**config.mk**
```make
export PLATFORM = sky130hd
export DESIGN_NAME = rpn_sequencer
export DESIGN_NICKNAME = d
export VERILOG_FILES = /design/src/rtl/rpn_pkg.sv /design/src/rtl/rpn_prog_mem.sv /design/src/rtl/rpn_sequencer.sv
export SDC_FILE = /design/constraint.sdc
export NUM_CORES = 2
export LEC_CHECK = 0
export CAP_MARGIN = 25
export CORE_UTILIZATION = 55
export CTS_CLUSTER_SIZE = 10
export DETAILED_ROUTE_END_ITERATION = 6
export PLACE_DENSITY = 0.73
export SLEW_MARGIN = 15
export SYNTH_ARGS = -nofsm -noshare
export SYNTH_HDL_FRONTEND = slang
export SYNTH_HIERARCHICAL = 1
export SYNTH_MEMORY_MAX_BITS = 65536
export SYNTH_SLANG_ARGS = --single-unit
```
**constraint.sdc**
```tcl
create_clock -name step -period 5.4 [get_ports step]
set_input_delay 1.08 -clock step [delete_from_list [all_inputs] [get_ports step]]
set_output_delay 1.08 -clock step [all_outputs]
set_load 0.01 [all_outputs]
```
**src/rtl/rpn_pkg.sv**
```systemverilog
// rpn_pkg: shared types for the RPN program sequencer.
//   opcode_t  - 3-bit program opcode (values 5..7 are illegal)
//   state_t   - sequencer FSM states
//   instr_t   - 19-bit program word {op, imm}
//   CALC_*    - op codes understood by the stack calculator command port
package rpn_pkg;

    typedef enum logic [2:0] {
        OP_PUSH = 3'd0,
        OP_NEG  = 3'd1,
        OP_ADD  = 3'd2,
        OP_MUL  = 3'd3,
        OP_HALT = 3'd4
    } opcode_t;

    typedef enum logic [2:0] {
        ST_IDLE  = 3'd0,
        ST_CLR   = 3'd1,
        ST_RUN   = 3'd2,
        ST_DRAIN = 3'd3,
        ST_CAPT  = 3'd4,
        ST_DONE  = 3'd5,
        ST_ERR   = 3'd6
    } state_t;

    typedef struct packed {
        opcode_t     op;
        logic [15:0] imm;
    } instr_t;

    localparam logic [1:0] CALC_NOP = 2'd0;
    localparam logic [1:0] CALC_NEG = 2'd1;
    localparam logic [1:0] CALC_ADD = 2'd2;
    localparam logic [1:0] CALC_MUL = 2'd3;

endpackage

```
**src/rtl/rpn_prog_mem.sv**
```systemverilog
// rpn_prog_mem: program store for the RPN sequencer.
//   step   in  clock, rising edge
//   we     in  write enable
//   waddr  in  write address
//   wdata  in  write data
//   raddr  in  read address
//   rdata  out read data (asynchronous read)
// Contents are deliberately not reset; a program survives nrst.
module rpn_prog_mem #(
    parameter int DEPTH = 256,
    parameter int AW    = $clog2(DEPTH),
    parameter int W     = 19
) (
    input  logic          step,
    input  logic          we,
    input  logic [AW-1:0] waddr,
    input  logic [W-1:0]  wdata,
    input  logic [AW-1:0] raddr,
    output logic [W-1:0]  rdata
);

    logic [W-1:0] mem [DEPTH];

    always_ff @(posedge step) begin
        if (we) begin
            mem[waddr] <= wdata;
        end
    end

    assign rdata = mem[raddr];

endmodule

```
**src/rtl/rpn_sequencer.sv**
```systemverilog
// rpn_sequencer: runs a stored RPN program against the 16-bit stack
// calculator, one command per cycle, and captures the final top of stack.
//   step     in  clock, rising edge
//   nrst     in  synchronous active-low reset
//   ld_en    in  program write strobe (ignored while busy)
//   ld_addr  in  program write address
//   ld_data  in  program word {opcode[18:16], imm[15:0]}
//   start    in  begin execution at pc 0 (ignored while busy)
//   c_out    in  calculator top of stack
//   c_nrst   out calculator reset (registered)
//   c_push   out calculator push (registered)
//   c_op     out calculator op (registered)
//   c_d      out calculator push data (registered)
//   busy     out sequencer in CLR/RUN/DRAIN/CAPT
//   done     out result valid, sticky until next start
//   error    out program fault, sticky until next start
//   result   out captured top of stack
//   pc       out current or faulting instruction address
//
// state | meaning
// IDLE  | after reset, waiting for start
// CLR   | calculator held in reset for one cycle
// RUN   | decode prog[pc], issue one command per cycle
// DRAIN | HALT seen, last command executing in calculator
// CAPT  | calculator out settled, capture into result
// DONE  | result valid, waiting for start
// ERR   | program fault, pc holds faulting address
module rpn_sequencer
    import rpn_pkg::*;
#(
    parameter int PROG_DEPTH  = 256,
    parameter int STACK_DEPTH = 1024,
    parameter int AW          = $clog2(PROG_DEPTH)
) (
    input  logic          step,
    input  logic          nrst,
    input  logic          ld_en,
    input  logic [AW-1:0] ld_addr,
    input  logic [18:0]   ld_data,
    input  logic          start,
    input  logic [15:0]   c_out,
    output logic          c_nrst,
    output logic          c_push,
    output logic [1:0]    c_op,
    output logic [15:0]   c_d,
    output logic          busy,
    output logic          done,
    output logic          error,
    output logic [15:0]   result,
    output logic [AW-1:0] pc
);

    localparam int            DW        = $clog2(STACK_DEPTH + 1);
    localparam logic [DW-1:0] DEPTH_MAX = DW'(STACK_DEPTH);
    localparam logic [AW-1:0] PC_LAST   = AW'(PROG_DEPTH - 1);

    state_t        state, state_nx;
    logic [DW-1:0] depth, depth_nx;
    logic [AW-1:0] pc_nx;
    logic          done_nx, error_nx;
    logic [15:0]   result_nx;
    logic          c_nrst_nx, c_push_nx;
    logic [1:0]    c_op_nx;
    logic [15:0]   c_d_nx;

    logic [18:0]   rd_word;
    instr_t        instr;

    logic          fault, is_halt, cmd_push, depth_inc, depth_dec;
    logic [1:0]    cmd_op;

    assign busy = (state == ST_CLR) || (state == ST_RUN) ||
                  (state == ST_DRAIN) || (state == ST_CAPT);

    rpn_prog_mem #(
        .DEPTH (PROG_DEPTH),
        .AW    (AW),
        .W     (19)
    ) u_prog_mem (
        .step  (step),
        .we    (ld_en && !busy),
        .waddr (ld_addr),
        .wdata (ld_data),
        .raddr (pc),
        .rdata (rd_word)
    );

    assign instr = instr_t'(rd_word);

    // Decode and fault check happen before anything is issued, so a faulting
    // word never reaches the calculator.
    always_comb begin
        fault     = 1'b0;
        is_halt   = 1'b0;
        cmd_push  = 1'b0;
        cmd_op    = CALC_NOP;
        depth_inc = 1'b0;
        depth_dec = 1'b0;
        case (instr.op)
            OP_PUSH: begin
                cmd_push  = 1'b1;
                depth_inc = 1'b1;
                fault     = (depth == DEPTH_MAX);
            end
            OP_NEG: begin
                cmd_op = CALC_NEG;
                fault  = (depth < DW'(1));
            end
            OP_ADD: begin
                cmd_op    = CALC_ADD;
                depth_dec = 1'b1;
                fault     = (depth < DW'(2));
            end
            OP_MUL: begin
                cmd_op    = CALC_MUL;
                depth_dec = 1'b1;
                fault     = (depth < DW'(2));
            end
            OP_HALT: begin
                is_halt = 1'b1;
                fault   = (depth == '0);
            end
            default: fault = 1'b1;
        endcase
        // pc does not wrap: only HALT may live in the last slot
        if (!is_halt && (pc == PC_LAST)) begin
            fault = 1'b1;
        end
    end

    always_comb begin
        state_nx  = state;
        pc_nx     = pc;
        depth_nx  = depth;
        done_nx   = done;
        error_nx  = error;
        result_nx = result;
        c_nrst_nx = 1'b1;
        c_push_nx = 1'b0;
        c_op_nx   = CALC_NOP;
        c_d_nx    = '0;
        case (state)
            ST_IDLE, ST_DONE, ST_ERR: begin
                if (start) begin
                    state_nx  = ST_CLR;
                    done_nx   = 1'b0;
                    error_nx  = 1'b0;
                    depth_nx  = '0;
                    pc_nx     = '0;
                    c_nrst_nx = 1'b0;
                end
            end
            ST_CLR: state_nx = ST_RUN;
            ST_RUN: begin
                if (fault) begin
                    state_nx = ST_ERR;
                    error_nx = 1'b1;
                end else if (is_halt) begin
                    state_nx = ST_DRAIN;
                end else begin
                    c_push_nx = cmd_push;
                    c_op_nx   = cmd_op;
                    c_d_nx    = cmd_push ? instr.imm : 16'h0;
                    pc_nx     = pc + AW'(1);
                    if (depth_inc) begin
                        depth_nx = depth + DW'(1);
                    end else if (depth_dec) begin
                        depth_nx = depth - DW'(1);
                    end
                end
            end
            ST_DRAIN: state_nx = ST_CAPT;
            ST_CAPT: begin
                state_nx  = ST_DONE;
                result_nx = c_out;
                done_nx   = 1'b1;
            end
            default: state_nx = ST_IDLE;
        endcase
    end

    always_ff @(posedge step) begin
        if (!nrst) begin
            state  <= ST_IDLE;
            pc     <= '0;
            depth  <= '0;
            done   <= 1'b0;
            error  <= 1'b0;
            result <= '0;
            c_nrst <= 1'b0;
            c_push <= 1'b0;
            c_op   <= CALC_NOP;
            c_d    <= '0;
        end else begin
            state  <= state_nx;
            pc     <= pc_nx;
            depth  <= depth_nx;
            done   <= done_nx;
            error  <= error_nx;
            result <= result_nx;
            c_nrst <= c_nrst_nx;
            c_push <= c_push_nx;
            c_op   <= c_op_nx;
            c_d    <= c_d_nx;
        end
    end

endmodule

```
Yosys cells after proc, flatten, opt, wreduce, memory -nomap -nowiden
Memories as Yosys holds them, arrays and structs flattened. A register that Yosys moved wholly into a read port is not among the register bits.
Cells that the tools add are included.
{ "word_totals": {"ff_bits": 60, "ramBits": 4864, "inputBits": 47, "word_cells": 88, "mem_count": 1} }
{ "mem_list": {"columns": ["name", "words", "width", "rd", "rd_clocked_by_memory_dff", "write_ports", "line", "rtl"], "rows": [
  ["u_prog_mem.mem", 256, 19, 1, 1, 1, "rpn_prog_mem.sv:22", "logic [W-1:0] mem [DEPTH];"]
]} }
{ "classes": {"addsub": 3, "magnitude_cmp": 2, "eq_ne": 18, "muxes": 30, "n_bitwise": 3, "reduce_logical": 21} }
{ "ops": {"columns": ["operator", "count"], "rows": [
  ["$mux 11", 5],
  ["$mux 8", 5],
  ["$pmux 11 s2", 1],
  ["$pmux 8 s2", 1],
  ["$pmux 3 s5", 1],
  ["$eq 3x2->1 const B", 4],
  ["$eq 3x3->1 const B", 4],
  ["$add 11x1->11 const B", 1],
  ["$eq 11x11->1 const B", 1],
  ["$logic_not 11->1", 1],
  ["$lt 11x1->1 const B", 1],
  ["$lt 11x2->1 const B", 1],
  ["$sub 11x1->11 const B", 1],
  ["$mux 1", 10],
  ["$mux 3", 3],
  ["$add 8x1->8 const B", 1],
  ["$eq 8x8->1 const B", 1],
  ["$ne 2x2->1 const B", 4],
  ["$eq 3x1->1 const B", 2],
  ["$logic_not 3->1", 2],
  ["$ne 3x3->1 const B", 2],
  ["$pmux 2 s3", 1],
  ["$reduce_and 5->1", 1],
  ["$reduce_or 5->1", 1],
  ["13 further kinds", 22]
]} }

Depth between registers and ports, before layout
{ "logic_depth": {"word_depth": 9, "depth_mapped": 21, "depth_no_buf": 13} }

Modules after synthesis
The synthesis kept the hierarchy.
{ "modules_own_cells": {"columns": ["module", "instances", "cells_each", "area_each_um2", "seq_area_each_um2"], "rows": [
  ["rpn_prog_mem", 1, 8690, 188077.9, 146060.1],
  ["rpn_sequencer", 1, 310, 2621.3, 1201.2]
]} }

Worst setup path after synthesis
No wires, ideal clock.
{ "synth_timing": {"path_kind": "reg2reg", "from": "register pc[1]", "to": "register depth[8]", "arrival_ns": 3.956, "slack_ns": 1.386, "stages_incl_launch_ff": 18, "path_buffers": 5, "period_less_slack_ns": 4.014, "cell_sequence": "dfxtp_1 > buf_2 > buf_2 > clkbuf_1 > mux4_2 > mux4_2 > mux2i_1 > nor2_1 > a2111oi_0 > nor4b_1 > clkbuf_1 > nor3_1 > o211ai_1 > a221o_1 > and3_1 > buf_6 > a211o_1 > nand2_1"} }
{ "synth_via": {"elab_chain_len": 5} }
{ "synth_rtl": {"columns": ["item", "line", "rtl"], "rows": [
  ["from (decl)", "rpn_sequencer.sv:50", "output logic [AW-1:0] pc"],
  ["from (signal assigned)", "rpn_sequencer.sv:196", "pc <= pc_nx;"],
  ["$eq 8x8->1", "rpn_sequencer.sv:126", "if (!is_halt && (pc == PC_LAST)) begin"],
  ["$logic_and 1x1->1", "rpn_sequencer.sv:126", null],
  ["$mux 1", "rpn_sequencer.sv:126", null],
  ["$ne 2x2->1 (no line)", null, null],
  ["$reduce_and 5->1 (no line)", null, null],
  ["to (signal assigned)", "rpn_sequencer.sv:197", "depth <= depth_nx;"],
  ["to (decl)", "rpn_sequencer.sv:58", "logic [DW-1:0] depth, depth_nx;"]
]} }
No other way between the ends.
A chain may end at the register's enable or synchronous reset.

Final worst setup path
{ "layout_timing": {"from": "register pc[0]", "to": "register depth[6]"} }
The elaborated chain is that of the path after synthesis.

==> results.md <==
* Crit Path Max Fanout at 35
* Slew headroom at approximately 7.6%
* Post-Synth Simple-Gate Area at 2.12%
* Worst-Skew Late Latency at 1.04 ns
* WP data required at 6.34 ns
* Post-synthesis cell count at 9000
* Layout cells sized above 1 at about a quarter
* Tot Pwr at about 82000 uW
* Clk buf depth at 4
* DIE HEIGHT at 591 um
* Compound-Gate Fraction of Synth Area at 3.57%
* GRT Util Overall at 29.2%
* Main combinational cell family by area after synthesis: multiplexers
* Die Width at 591 um
* M1 GR Usage at 40.4%
* # Max-Cap Violations at 0
* Synth top cells by count: 4864 x edfxtp_1, 899 x mux4_2, 712 x mux2i_1
* Synth area leaders: edfxtp_1 77%, mux4_2 11%, mux2i_1 3.7%
* Failing checks: DRC
* Crit end category: flip-flop
* Post-synthesis adder-cell area fraction at 0.0262%
* I/O pin total at 94
* Largest net degree at the start of global routing at 169
* Startpoint types: flip-flop
* Final period util at a little over nine tenths
* Status: finished, violations left
* H-tree levels at 6
* Vias per cell at about 6.9
* Drt wl/cell at 35.5 um
* Mapped cell area at 0.191 mm^2
* First-pass GRT wire length at 724 mm
* Post-CTS Setup Inserts at 0
* Std-Cell Core Area at about 0.34 mm^2
* Met3 usage at roughly 6.4%
* Die area at around 0.35 mm^2
* Cell Pwr Density at approximately 380 mW/mm^2
* Worst-Margin Slew at 1.39 ns
* RePlAce Congestion at ~0.92
* CTS tree: done
* Initial Util at 55.4%
* Sequential fraction of the synthesis area at between 70% and 80%
* CP Class: reg -> reg
* Flops & latches, synth at 4924
* Hold Vio Cnt, Final at 0
* Fill cells at 22300
* DR DRC count at 2
* Initial antenna violation count at 28
* Inst Count DP at between 10000 and 15000
* Synth cell types at 77
* Area share of the leading cell type in the synthesized netlist at 76.6%
* M2 GR Usage at 45.0%
* Non-filler cells, final at between 10000 and 15000
* ANT nets after route at 0
* Remaining Overflow, GRT at 0
* Warnings, synthesis at 6
* Total number of vias at 99500
* First-pass DRT Iterations at 7
* Fmax achieved at 191 MHz
* Gates resized, CTS repair at 0
* Post-CTS Hold Buffers at 0
* CTS Root Buffer Type: clkbuf_16
* RSZ-0062 raised after global routing: no
* Top_reg_cell synth: edfxtp_1
* Post-route minimum period at between 5 and 6 ns
* Post-DP HPWL at 299 mm
* WL final at 512 mm
* Leak Pwr at ~0.065 uW
* Count of pins over their slew limit at 0
* Initial DRC count at 15100
* XOR/XNOR Fraction of Synth Area at less than 1%
* Layout Utilization at 62.6%
* Mux cell area share after synthesis at 15.1%
* Mapped Avg Cell Area at 21.2 um^2
* Number of synthesized flops with an enable pin at 4864
* Count leader, synth: edfxtp_1
* Vias in the first global route at 98600
* Reg clk slew, reported paths at about 0.06 ns
* Layer with the highest usage: met2
* Fin Clk Skew at 0.0582 ns
* Area Growth Syn to Fin at 13.0%
* Async SR Flop Fraction at 0%
* Final nets at approximately 9800
* HP Class: reg -> reg
* Net Count, Synth at 9051
* Largest area contributor in the netlist: edfxtp_1
* Maximum VDD drop at roughly 0.3 mV
* Port Buffers at 93
* Clk sinks at 4924
* FP Rows at ~220
* Crit path DAT at ~6.2 ns
* Setup_tns at 0 ns
* CTS Buf Count at between 500 and 600
* Endpoints failing setup at 0
[placed cells by master (no fill, tap or decap), types with 13 or more instances in the layout]
cell type and instances:
a2111oi_0 22, a211oi_1 17, a21boi_0 16, a21oi_1 187
a221oi_1 38, a22o_1 27, a22oi_1 48, and2_1 33
buf_12 47, buf_4 549, buf_8 19, clkbuf_1 67
clkbuf_16 580, clkdlybuf4s50_1 74, dfxtp_1 54, diode_2 13
edfxtp_1 4864, inv_6 14, mux2_2 25, mux2i_1 712
mux4_1 45, mux4_2 899, nand2_1 120, nand2b_1 19
nand3_1 32, nand4_1 33, nor2_1 126, nor2_2 226
nor2b_1 15, nor3_1 158, nor3b_1 13, nor4_1 19
o21ai_0 62, o221ai_1 257, o22ai_1 231, or3_1 14
[logic make-up after synthesis]
group | after synthesis
compound gates | 964
xor+xnor | 13
fa+ha+maj | 4
buf+inv | 553
flops | 4924
mux | 1681
simple gates | 861
[layout make-up]
cell class	instances	area (um^2)	share of cell area (%)
Clock buffer	647	14800	6.85
Clock inverter	54	870	0.404
Sequential cell	4924	147000	68.3
Inverter	9	46.3	0.0215
Multi-Input combinational cell	3523	40600	18.8
Antenna cell	13	32.5	0.0151
Timing Repair Buffer	697	6230	2.89
Tap cell	4557	5700	2.65
[layer usage]
metal | part of all wire (%) | wire, um
met1 | 36 | 184000
met2 | 46 | 238000
met3 | 12 | 63000
met4 | 5.2 | 26600
met5 | 0.052 | 265
[worst max-delay path, stage by stage (launching register included)]
cell and delay (ns):
dfxtp_4 0.68, buf_12 0.36, mux4_1 0.59, mux4_2 0.47, mux2i_1 0.35, nor2_1 0.23
a2111oi_1 0.61, buf_4 0.27, nor4b_4 0.08, o21ai_0 0.11, o31ai_1 0.09, buf_4 0.16
o21ai_1 0.27, nand3_1 0.21, or4_1 0.50, o21ai_0 0.09
[final timing paths]
check	end	depth (start not counted)	start	slack, ns
max reg2reg	depth[6]	15	pc[0]	0.17
min	result[7]	2	result[7]	0.47
max	depth[6]	15	pc[0]	0.17
min reg2reg	result[7]	2	result[7]	0.47
[flip-flops by register name (all words and copies together), names as in the netlist, 2 cells and up]
name,flops
result,16
pc,8
state,3
u_prog_mem/mem,4864
depth,11
c_op,2
c_d,16
[per-stage QoR]
stage	hold slack, ns	instance area, um^2	setup WS [ns]
floorplan	0.471	191000	1.39
detailed placement	0.466	200000	0.252
global route	0.488	215000	0.0159
global placement	0.451	200000	0.160
CTS	0.469	215000	0.176
finish	0.471	215000	0.174
[report_power, final]
part / internal (uW) / leakage [uW] / switching [uW]
logic: 2650 / 0.0134 / 3510
registers: 42200 / 0.0442 / 129
clock network: 19200 / 0.00760 / 14300
total: 64100 / 0.0651 / 18000
Power figures use the tool's default switching activity.
